==> config.mk <==
export PLATFORM = sky130hd
export DESIGN_NAME = pp_loop_ctrl_flat
export DESIGN_NICKNAME = d
export VERILOG_FILES = /design/src/rtl/pp_loop_ctrl_if.sv /design/src/rtl/pp_loop_ctrl.sv /design/src/flat_wrapper.sv
export SDC_FILE = /design/constraint.sdc
export NUM_CORES = 1
export LEC_CHECK = 0
export CAP_MARGIN = 0
export CORE_ASPECT_RATIO = 1.25
export CORE_MARGIN = 3
export CORE_UTILIZATION = 54
export DETAILED_ROUTE_END_ITERATION = 16
export PLACE_DENSITY = 0.8
export SLEW_MARGIN = 30
export SYNTH_ARGS = -nofsm -noshare
export SYNTH_HDL_FRONTEND = slang
export SYNTH_SLANG_ARGS = --single-unit
==> constraint.sdc <==
create_clock -name clock -period 3.7 [get_ports clock]
set_input_delay 0.555 -clock clock [delete_from_list [all_inputs] [get_ports clock]]
set_output_delay 0.555 -clock clock [all_outputs]
set_load 0.05 [all_outputs]
==> src/rtl/pp_loop_ctrl_if.sv <==
// Request/status bundle between a pipelined-loop controller and its host.
interface pp_loop_ctrl_if #(
    parameter int unsigned FSM_WIDTH = 2,
    parameter int unsigned CNT_W     = 16,
    parameter int unsigned DEPTH     = 4
);
    logic                         start;
    logic [CNT_W-1:0]             trip_count;
    logic                         stall;
    logic                         quit_req;
    logic [FSM_WIDTH-1:0]         cur_state;
    logic                         iter_start_enable;
    logic [CNT_W-1:0]             iter_idx;
    logic                         iter_end_enable;
    logic [$clog2(DEPTH+1)-1:0]   inflight;
    logic                         busy;
    logic                         quit_at_end;
    logic                         finish;

    modport master (
        output start, trip_count, stall, quit_req,
        input  cur_state, iter_start_enable, iter_idx, iter_end_enable,
        input  inflight, busy, quit_at_end, finish
    );

    modport slave (
        input  start, trip_count, stall, quit_req,
        output cur_state, iter_start_enable, iter_idx, iter_end_enable,
        output inflight, busy, quit_at_end, finish
    );
endinterface

==> src/rtl/pp_loop_ctrl.sv <==
// Sequencer for one pipelined loop: IDLE/PRE/LOOP/DRAIN, issues an iteration every II
// cycles and tracks in-flight iterations through a DEPTH-stage valid pipe.
module pp_loop_ctrl #(
    parameter int unsigned FSM_WIDTH = 2,
    parameter int unsigned II        = 1,
    parameter int unsigned DEPTH     = 4,
    parameter int unsigned CNT_W     = 16
) (
    input logic          clock,
    input logic          reset,
    pp_loop_ctrl_if.slave bus
);
    localparam int unsigned IiW  = (II > 1) ? $clog2(II) : 1;
    localparam int unsigned InfW = $clog2(DEPTH + 1);

    typedef enum logic [1:0] {
        StIdle  = 2'd0,
        StPre   = 2'd1,
        StLoop  = 2'd2,
        StDrain = 2'd3
    } state_e;

    state_e           state_q, state_d;
    logic [CNT_W-1:0] trip_q, trip_d;
    logic [CNT_W-1:0] issued_q, issued_d;
    logic [IiW-1:0]   ii_q, ii_d;
    logic [DEPTH-1:0] pipe_q, pipe_d;
    logic [InfW-1:0]  inflight_q, inflight_d;
    logic             quit_q, quit_d;
    logic             finish_q, finish_d;
    logic             issue;

    // Quit takes priority over a pending issue in the same cycle.
    assign issue = (state_q == StLoop) && (ii_q == '0) && !bus.stall && !bus.quit_req &&
                   (issued_q < trip_q);

    // FSM next state, trip/issue/II counters, quit flag and finish pulse.
    always_comb begin
        state_d  = state_q;
        trip_d   = trip_q;
        issued_d = issued_q;
        ii_d     = ii_q;
        quit_d   = quit_q;
        finish_d = 1'b0;
        // quit_at_end only qualifies the finish cycle.
        if (finish_q) begin
            quit_d = 1'b0;
        end
        unique case (state_q)
            StIdle: begin
                if (bus.start) begin
                    if (bus.trip_count != '0) begin
                        trip_d   = bus.trip_count;
                        issued_d = '0;
                        state_d  = StPre;
                    end else begin
                        finish_d = 1'b1;
                    end
                end
            end
            StPre: begin
                ii_d    = '0;
                state_d = StLoop;
            end
            StLoop: begin
                if (bus.quit_req) begin
                    quit_d  = 1'b1;
                    state_d = StDrain;
                end else if (issue) begin
                    issued_d = issued_q + CNT_W'(1);
                    ii_d     = IiW'(II - 1);
                    if (issued_d == trip_q) begin
                        state_d = StDrain;
                    end
                end else if ((ii_q != '0) && !bus.stall) begin
                    ii_d = ii_q - IiW'(1);
                end
            end
            StDrain: begin
                if (pipe_q == '0) begin
                    state_d  = StIdle;
                    finish_d = 1'b1;
                end
            end
            default: state_d = StIdle;
        endcase
    end

    // Valid pipe shift (frozen by stall) and its population count.
    always_comb begin
        pipe_d = pipe_q;
        if (!bus.stall) begin
            pipe_d = (pipe_q << 1) | DEPTH'(issue);
        end
        inflight_d = '0;
        for (int i = 0; i < DEPTH; i++) begin
            inflight_d = inflight_d + InfW'(pipe_d[i]);
        end
    end

    // State register; async reset clears everything so outputs drop immediately.
    always_ff @(posedge clock or negedge reset) begin
        if (!reset) begin
            state_q    <= StIdle;
            trip_q     <= '0;
            issued_q   <= '0;
            ii_q       <= '0;
            pipe_q     <= '0;
            inflight_q <= '0;
            quit_q     <= 1'b0;
            finish_q   <= 1'b0;
        end else begin
            state_q    <= state_d;
            trip_q     <= trip_d;
            issued_q   <= issued_d;
            ii_q       <= ii_d;
            pipe_q     <= pipe_d;
            inflight_q <= inflight_d;
            quit_q     <= quit_d;
            finish_q   <= finish_d;
        end
    end

    assign bus.cur_state         = FSM_WIDTH'(state_q);
    assign bus.iter_start_enable = issue;
    assign bus.iter_idx          = issued_q;
    assign bus.iter_end_enable   = pipe_q[DEPTH-1] && !bus.stall;
    assign bus.inflight          = inflight_q;
    assign bus.busy              = (state_q != StIdle);
    assign bus.quit_at_end       = quit_q;
    assign bus.finish            = finish_q;
endmodule

==> src/flat_wrapper.sv <==
// flat-port wrapper written by rule: the top's interface ports become plain ports
module pp_loop_ctrl_flat 
#(
    parameter int unsigned FSM_WIDTH = 2,
    parameter int unsigned II        = 1,
    parameter int unsigned DEPTH     = 4,
    parameter int unsigned CNT_W     = 16
)
  (clock, reset, bus_start, bus_trip_count, bus_stall, bus_quit_req, bus_cur_state, bus_iter_start_enable, bus_iter_idx, bus_iter_end_enable, bus_inflight, bus_busy, bus_quit_at_end, bus_finish);
  pp_loop_ctrl_if #(.FSM_WIDTH(FSM_WIDTH), .CNT_W(CNT_W), .DEPTH(DEPTH)) bus_i ();
  input logic clock;
  input logic reset;
  input wire logic [$bits(bus_i.start)-1:0] bus_start;
  input wire logic [$bits(bus_i.trip_count)-1:0] bus_trip_count;
  input wire logic [$bits(bus_i.stall)-1:0] bus_stall;
  input wire logic [$bits(bus_i.quit_req)-1:0] bus_quit_req;
  output wire logic [$bits(bus_i.cur_state)-1:0] bus_cur_state;
  output wire logic [$bits(bus_i.iter_start_enable)-1:0] bus_iter_start_enable;
  output wire logic [$bits(bus_i.iter_idx)-1:0] bus_iter_idx;
  output wire logic [$bits(bus_i.iter_end_enable)-1:0] bus_iter_end_enable;
  output wire logic [$bits(bus_i.inflight)-1:0] bus_inflight;
  output wire logic [$bits(bus_i.busy)-1:0] bus_busy;
  output wire logic [$bits(bus_i.quit_at_end)-1:0] bus_quit_at_end;
  output wire logic [$bits(bus_i.finish)-1:0] bus_finish;
  assign bus_i.start = bus_start;
  assign bus_i.trip_count = bus_trip_count;
  assign bus_i.stall = bus_stall;
  assign bus_i.quit_req = bus_quit_req;
  assign bus_cur_state = bus_i.cur_state;
  assign bus_iter_start_enable = bus_i.iter_start_enable;
  assign bus_iter_idx = bus_i.iter_idx;
  assign bus_iter_end_enable = bus_i.iter_end_enable;
  assign bus_inflight = bus_i.inflight;
  assign bus_busy = bus_i.busy;
  assign bus_quit_at_end = bus_i.quit_at_end;
  assign bus_finish = bus_i.finish;
  pp_loop_ctrl #(.FSM_WIDTH(FSM_WIDTH), .II(II), .DEPTH(DEPTH), .CNT_W(CNT_W)) u_core (.clock(clock), .reset(reset), .bus(bus_i));
endmodule
==> metrics, run 1 <==
outcome finished, final reports clean; number of global-route vias before repair 2554; DRT antenna net count 0; Synth area leader dfrtp_1; top cell family by delay on the critical path buffers and inverters; port buffer count 46; slowest stage cell, crit path dfrtp_1; final wirelength 7400 µm; post-synthesis net count 377; post-CTS setup buffers 0; most frequent cell after synthesis dfrtp_1; DRT iter0 DRCs 313; synthesis-to-layout area growth 18.9%; Seq cells post-synth 44; layout cells sized above 1 9.41%; Setup CP Type flip-flop to primary output; placed cell count 426; sequential-to-total area share from yosys stat 36.5%; final worst path period need 3.13 ns; CP Cell Sequence ha_1 > a21oi_1 > o21ai_0 > a211oi_1 > nand4b_1 > and2_1 > buf_4 > inv_1 > buf_12; number of synthesized flops with an enable pin 0; Worst-Margin Slew 0.563 ns; Clock Root Buffer clkbuf_8; clk buf depth 2; Primary FF master, synth dfrtp_1; slew margin rel. 62.4%; highest clock rate 0.320 GHz; diode count 0; # DRC 0; Gate Count Post-Synth 333; startpoint types flip-flop; synth cell count leaders 44 x dfrtp_1, 40 x nand2_1, 28 x inv_1; Layout Cells excl Fill 434; Worst Path Required 3.14 ns; drt pass-1 iters 5; Starting Density 57.8%; post-synth cell types 63; pwr/cell area 681 nW/µm²; Hold Fails Final Rpt 0; RSZ-0062 raised after global routing false; Max Transition Viols Final 0; pin count of the biggest net entering global routing 45; via count 2667; max_cap viols 0; WHS 0.224 ns; Crit path largest cell delay 0.52 ns; YS warnings 0; crit-path max FO 21; Die Height 89.6 µm; core box area 5230 µm²; TritonCTS clock tree yes; drt via density 6.15; routed wire length per instance 17.0 µm; post-synthesis async set-or-reset flop share 100%; Reg clk slew, reported paths 0.09 ns; worst vdd ir 464 µV; Final GP Congestion 0.874; hold_buf cts 0; Die X 72.9 µm; critical path arrival 2.57 ns; buffer and inverter count on the worst path 3; Ports 47; Yosys top cell area share 36.5%; Pleak 1.47 nW; number of buffers created by CTS 5; Worst-Skew Late Latency 0.30 ns; first-pass GRT wire length 12300 µm; GR Util All Layers 24.4%; dominant cells by area after synthesis dfrtp_1 36%, ha_1 9.1%, nand2_1 5.0%, o21ai_0 4.0%, xnor2_1 3.8%; period utilization 84.5%; Avg Inst Size Synth 9.07 µm²; setup TNS 0 ns; Hold Crit Class input pin to async pin; Crit. End Element primary output; site row count 29; CTS H-Tree Depth 2; area of the die 6530 µm²; Max Clock Skew 0.00719 ns; Detail Placement HPWL 5500 µm; CTS Sinks 44; post_cts resized 0; grt ovf 0; Final setup viols 0; initial antenna violation count 0; fin nets 415; Cell Area, Synth 3020 µm²
==> report_power, final <==
part | internal (mW) | switching, mW
clock network | 0.134 | 0.174
registers | 0.637 | 0.155
logic | 0.528 | 0.817
==> metal layers <==
layer  global-route usage [%]  share of wire, %
met1                     30.8                42
met5                        0                 0
met2                     40.6                48
met4                     11.1               3.5
met3                     4.68               6.0
==> worst paths after layout <==
check | from | endpoint | slack [ns] | depth (start not counted)
min reg2reg | u_core.bus.finish$_DFF_PN0_ | u_core.bus.quit_at_end$_DFF_PN0_ | 0.46 | 1
max | u_core.bus.iter_idx[5]$_DFFE_PN0P_ | bus_iter_start_enable | 0.57 | 9
max reg2reg | u_core.bus.iter_idx[4]$_DFFE_PN0P_ | u_core.bus.cur_state[1]$_DFFE_PN0P_ | 0.84 | 6
min in group clock | u_core.bus.finish$_DFF_PN0_ | u_core.bus.quit_at_end$_DFF_PN0_ | 0.46 | 1
max in group asynchronous | reset | u_core.bus.iter_idx[14]$_DFFE_PN0P_ | 3.08 | 1
min | reset | u_core.bus.iter_idx[0]$_DFFE_PN0P_ | 0.22 | 1
==> worst register-to-register path, stage by stage (launching register included) <==
cell	delay, ns
dfrtp_1	0.61
nand4_1	0.28
or4_4	0.56
or3_4	0.39
a2111oi_4	0.36
a41oi_2	0.22
mux2_4	0.33
==> area by class of cell <==
| cell class | instances | area (µm²) |
|---|---|---|
| Sequential cell | 44 | 1100 |
| Timing Repair Buffer | 51 | 505 |
| Fill cell | 446 | 1630 |
| Tap cell | 62 | 77.6 |
| Clock inverter | 2 | 16.3 |
| Multi-Input combinational cell | 241 | 1710 |
| Inverter | 28 | 105 |
| Clock buffer | 6 | 72.6 |
==> through the flow <==
stage	worst slack, ns	util, %	area, µm²	total power, mW
after floorplan	0.328	-	3020	1.74
after global placement	0.745	67.0	3500	2.10
after detailed placement	0.681	67.0	3500	2.13
after CTS	0.593	68.8	3590	2.45
after global routing	0.395	68.8	3590	2.63
final	0.572	68.8	3590	2.45
==> layout by cell type, fill, tap and decap left out, types with 2 or more instances in the layout <==
cell type | synthesis | layout
and4_1 | 3 | 3
nand2_1 | 40 | 40
xor2_1 | 5 | 5
o21ai_0 | 24 | 24
a211o_1 | 3 | 3
o311ai_0 | 8 | 8
o211ai_1 | 11 | 11
clkbuf_8 | 0 | 5
nand2b_1 | 4 | 4
xnor2_1 | 13 | 13
or2_2 | 2 | 2
a221o_1 | 2 | 2
dfrtp_1 | 44 | 44
buf_4 | 2 | 6
a21boi_0 | 2 | 2
nor2_1 | 13 | 13
nor4_1 | 7 | 7
nor3_1 | 9 | 9
nor3b_1 | 2 | 2
or3b_2 | 3 | 3
nand3_1 | 3 | 3
nand4_1 | 5 | 5
o311a_1 | 3 | 3
nor2b_1 | 3 | 3
a21oi_1 | 16 | 16
inv_1 | 28 | 28
ha_1 | 22 | 22
clkdlybuf4s50_1 | 0 | 44
o22ai_1 | 2 | 2
mux2_2 | 5 | 5
==> sequential cells by signal (all words and copies together) (netlist names) <==
name,cells
u_core.bus.quit_at_end,1
u_core.pipe_q,4
u_core.trip_q,16
u_core.bus.finish,1
u_core.bus.cur_state,2
u_core.ii_q,1
u_core.bus.iter_idx,16
u_core.bus.inflight,3
==> cells by family after synthesis <==
logic type / share of synthesized area [%]
compound gates: 20.5
simple gates: 18.5
buf+inv: 6.79
mux: 2.69
xor+xnor: 5.22
flops: 36.5
fa+ha+maj: 9.78
No activity file was read; power rests on OpenSTA's default activity.
==> run 2, diff against run 1 <==
--- a/config.mk
+++ b/config.mk
@@ -8,9 +8,9 @@
 export CAP_MARGIN = 0
 export CORE_ASPECT_RATIO = 1.25
 export CORE_MARGIN = 3
-export CORE_UTILIZATION = 54
+export CORE_UTILIZATION = 49
 export DETAILED_ROUTE_END_ITERATION = 16
-export PLACE_DENSITY = 0.8
+export PLACE_DENSITY = 0.77
 export SLEW_MARGIN = 30
 export SYNTH_ARGS = -nofsm -noshare
 export SYNTH_HDL_FRONTEND = slang
==> constraint.sdc (replaced) <==
create_clock -name clock -period 2.6 [get_ports clock]
set_input_delay 0.39 -clock clock [delete_from_list [all_inputs] [get_ports clock]]
set_output_delay 0.39 -clock clock [all_outputs]
set_load 0.05 [all_outputs]
==> run 2 against run 1 <==
  * Largest cell class unchanged
  * Design area rose by 17%
  * Sequential power up 40%
  * Clock power is 40% higher
  * Clock skew about the same
  * Combinational power increased by 71%
  * Non-clock buffer count increased by 53
  * Core utilization increased by 2.3 points
  * Register-to-register slack worse by 0.81 ns
==> metrics, run 2 (same netlist as run 1, synthesis figures left out) <==
outcome finished, final reports clean; number of global-route vias before repair 2960 (+16%); diode count 0 (unchanged); GR Util All Layers 24.7% (+0.25 points); layout cells sized above 1 28.9% (+20 points); pwr/cell area 919 nW/µm² (+35%); site row count 31 (+6.9%); crit-path max FO 5 (-76%); Worst-Skew Late Latency 0.31 ns (about the same); # DRC 0 (unchanged); Worst-Margin Slew 0.598 ns (+0.0344 ns); Starting Density 51.2% (-6.6 points); Die X 76.2 µm (+4.6%); first-pass GRT wire length 14100 µm (+15%); dpl cell area 3970 µm² (+13%); grt ovf 0 (unchanged); internal reg-to-reg setup slack 0.03 ns (-0.81 ns); Filler cells 469 (+5.2%); highest clock rate 0.387 GHz; Max Transition Viols Final 0 (unchanged); fin nets 468 (+13%); setup TNS 0 ns (unchanged); worst vdd ir 724 µV (+56%); clk buf depth 2 (unchanged); slew margin rel. 59.8% (-2.7 points); WHS 0.0384 ns (-0.186 ns); Clock Root Buffer clkbuf_8; DRT antenna net count 0 (unchanged); area of the die 7150 µm² (+9.4%); commonest cells after routing, fill and taps aside 58 x buf_4, 43 x clkdlybuf4s50_1, 39 x nand2_1; DRT iter0 DRCs 204 (-35%); post-route cell area 4190 µm² (+17%); drt pass-1 iters 5 (unchanged); number of buffers created by CTS 5 (unchanged); CTS H-Tree Depth 2 (unchanged); port buffer count 46 (unchanged); Layout Cells excl Fill 507 (+17%); core box area 5900 µm² (+13%); Crit. End Element primary output; final wirelength 8610 µm (+16%); Detail Placement HPWL 6370 µm (+16%); Die Height 93.8 µm (+4.6%); RSZ-0062 raised after global routing true; critical path arrival 2.20 ns (-0.37 ns); Hold Fails Final Rpt 0 (unchanged); max_cap viols 0 (unchanged); synthesis-to-layout area growth 38.6%; final worst path period need 2.59 ns; startpoint types flip-flop; Setup CP Type flip-flop to primary output; Ports 47 (unchanged); Total Power 3.85 mW (+57%); placed cell count 487 (+14%); Pleak 1.72 nW (+17%); fin util 71.0% (+2.3 points); initial antenna violation count 0 (unchanged); Reg clk slew, reported paths 0.09 ns (about the same); Final setup viols 0 (unchanged); pin count of the biggest net entering global routing 33 (-27%); CTS Sinks 44 (unchanged); routed wire length per instance 17.0 µm (-0.41%); via count 2893 (+8.5%); Final GP Congestion 0.902 (+3.2%); Worst Path Required 2.21 ns (-0.93 ns); TritonCTS clock tree yes; period utilization 99.5%; most common cell after layout, fill and taps aside buf_4; Max Clock Skew 0.00708 ns (-0.000103 ns); Worst Setup Slack, final 0.0137 ns (-0.559 ns); Setup WS pre-CTS -0.101 ns (-0.782 ns); Hold Crit Class input pin to async pin; drt via density 5.71 (-7.1%)
==> run 2: worst paths after layout <==
check,from,endpoint,cells past startpoint
max reg2reg,u_core.bus.iter_idx[9]$_DFFE_PN0P_,u_core.bus.cur_state[1]$_DFFE_PN0P_,8
min,reset,u_core.trip_q[0]$_DFFE_PN0P_,1
min reg2reg,u_core.bus.finish$_DFF_PN0_,u_core.bus.quit_at_end$_DFF_PN0_,1
max in group asynchronous,reset,u_core.bus.iter_idx[13]$_DFFE_PN0P_,2
max,u_core.bus.iter_idx[11]$_DFFE_PN0P_,bus_iter_start_enable,9
min in group clock,u_core.bus.finish$_DFF_PN0_,u_core.bus.quit_at_end$_DFF_PN0_,1
==> run 2: cell type report <==
cell class	count	area, µm²	area share [%]
Timing Repair Buffer	104	906	21.6
Tap cell	82	103	2.45
Clock buffer	7	76.3	1.82
Inverter	28	108	2.57
Multi-Input combinational cell	241	1860	44.5
Clock inverter	1	5.00	0.120
Sequential cell	44	1130	26.9
==> run 2: per-layer routing <==
| metal | GRT usage, % | up-vias | share of wire [%] |
|---|---|---|---|
| met5 | 0 | - | 0 |
| met4 | 8.46 | 0 | 2.3 |
| met3 | 4.89 | 21 | 6.8 |
| met2 | 45.4 | 96 | 51 |
| met1 | 28.5 | 1391 | 40 |
| li1 | - | 1385 | - |
==> run 2: power by group <==
part	internal (mW)	switching, mW	total, mW
clock	0.189	0.243	0.432
sequential	0.913	0.195	1.11
combinational	1.00	1.30	2.31
==> run 2: worst max-delay path, stage by stage, from the launching register on <==
cell and delay [ns]:
dfrtp_4 0.51, ha_4 0.28, and4_4 0.24, nand2_1 0.07, a21o_1 0.18, nand4b_1 0.12
and2_4 0.19, buf_8 0.12, inv_4 0.04, buf_12 0.14
==> run 2: timing repair <==
item | 4_1_cts | 5_1_grt
resized for setup | 6 | 6
hold buffers | 0 | 0
setup endpoints to repair | 6 | 9
pin swaps | 0 | 2
buffers inserted | 6 | 6
gates cloned | 0 | 0
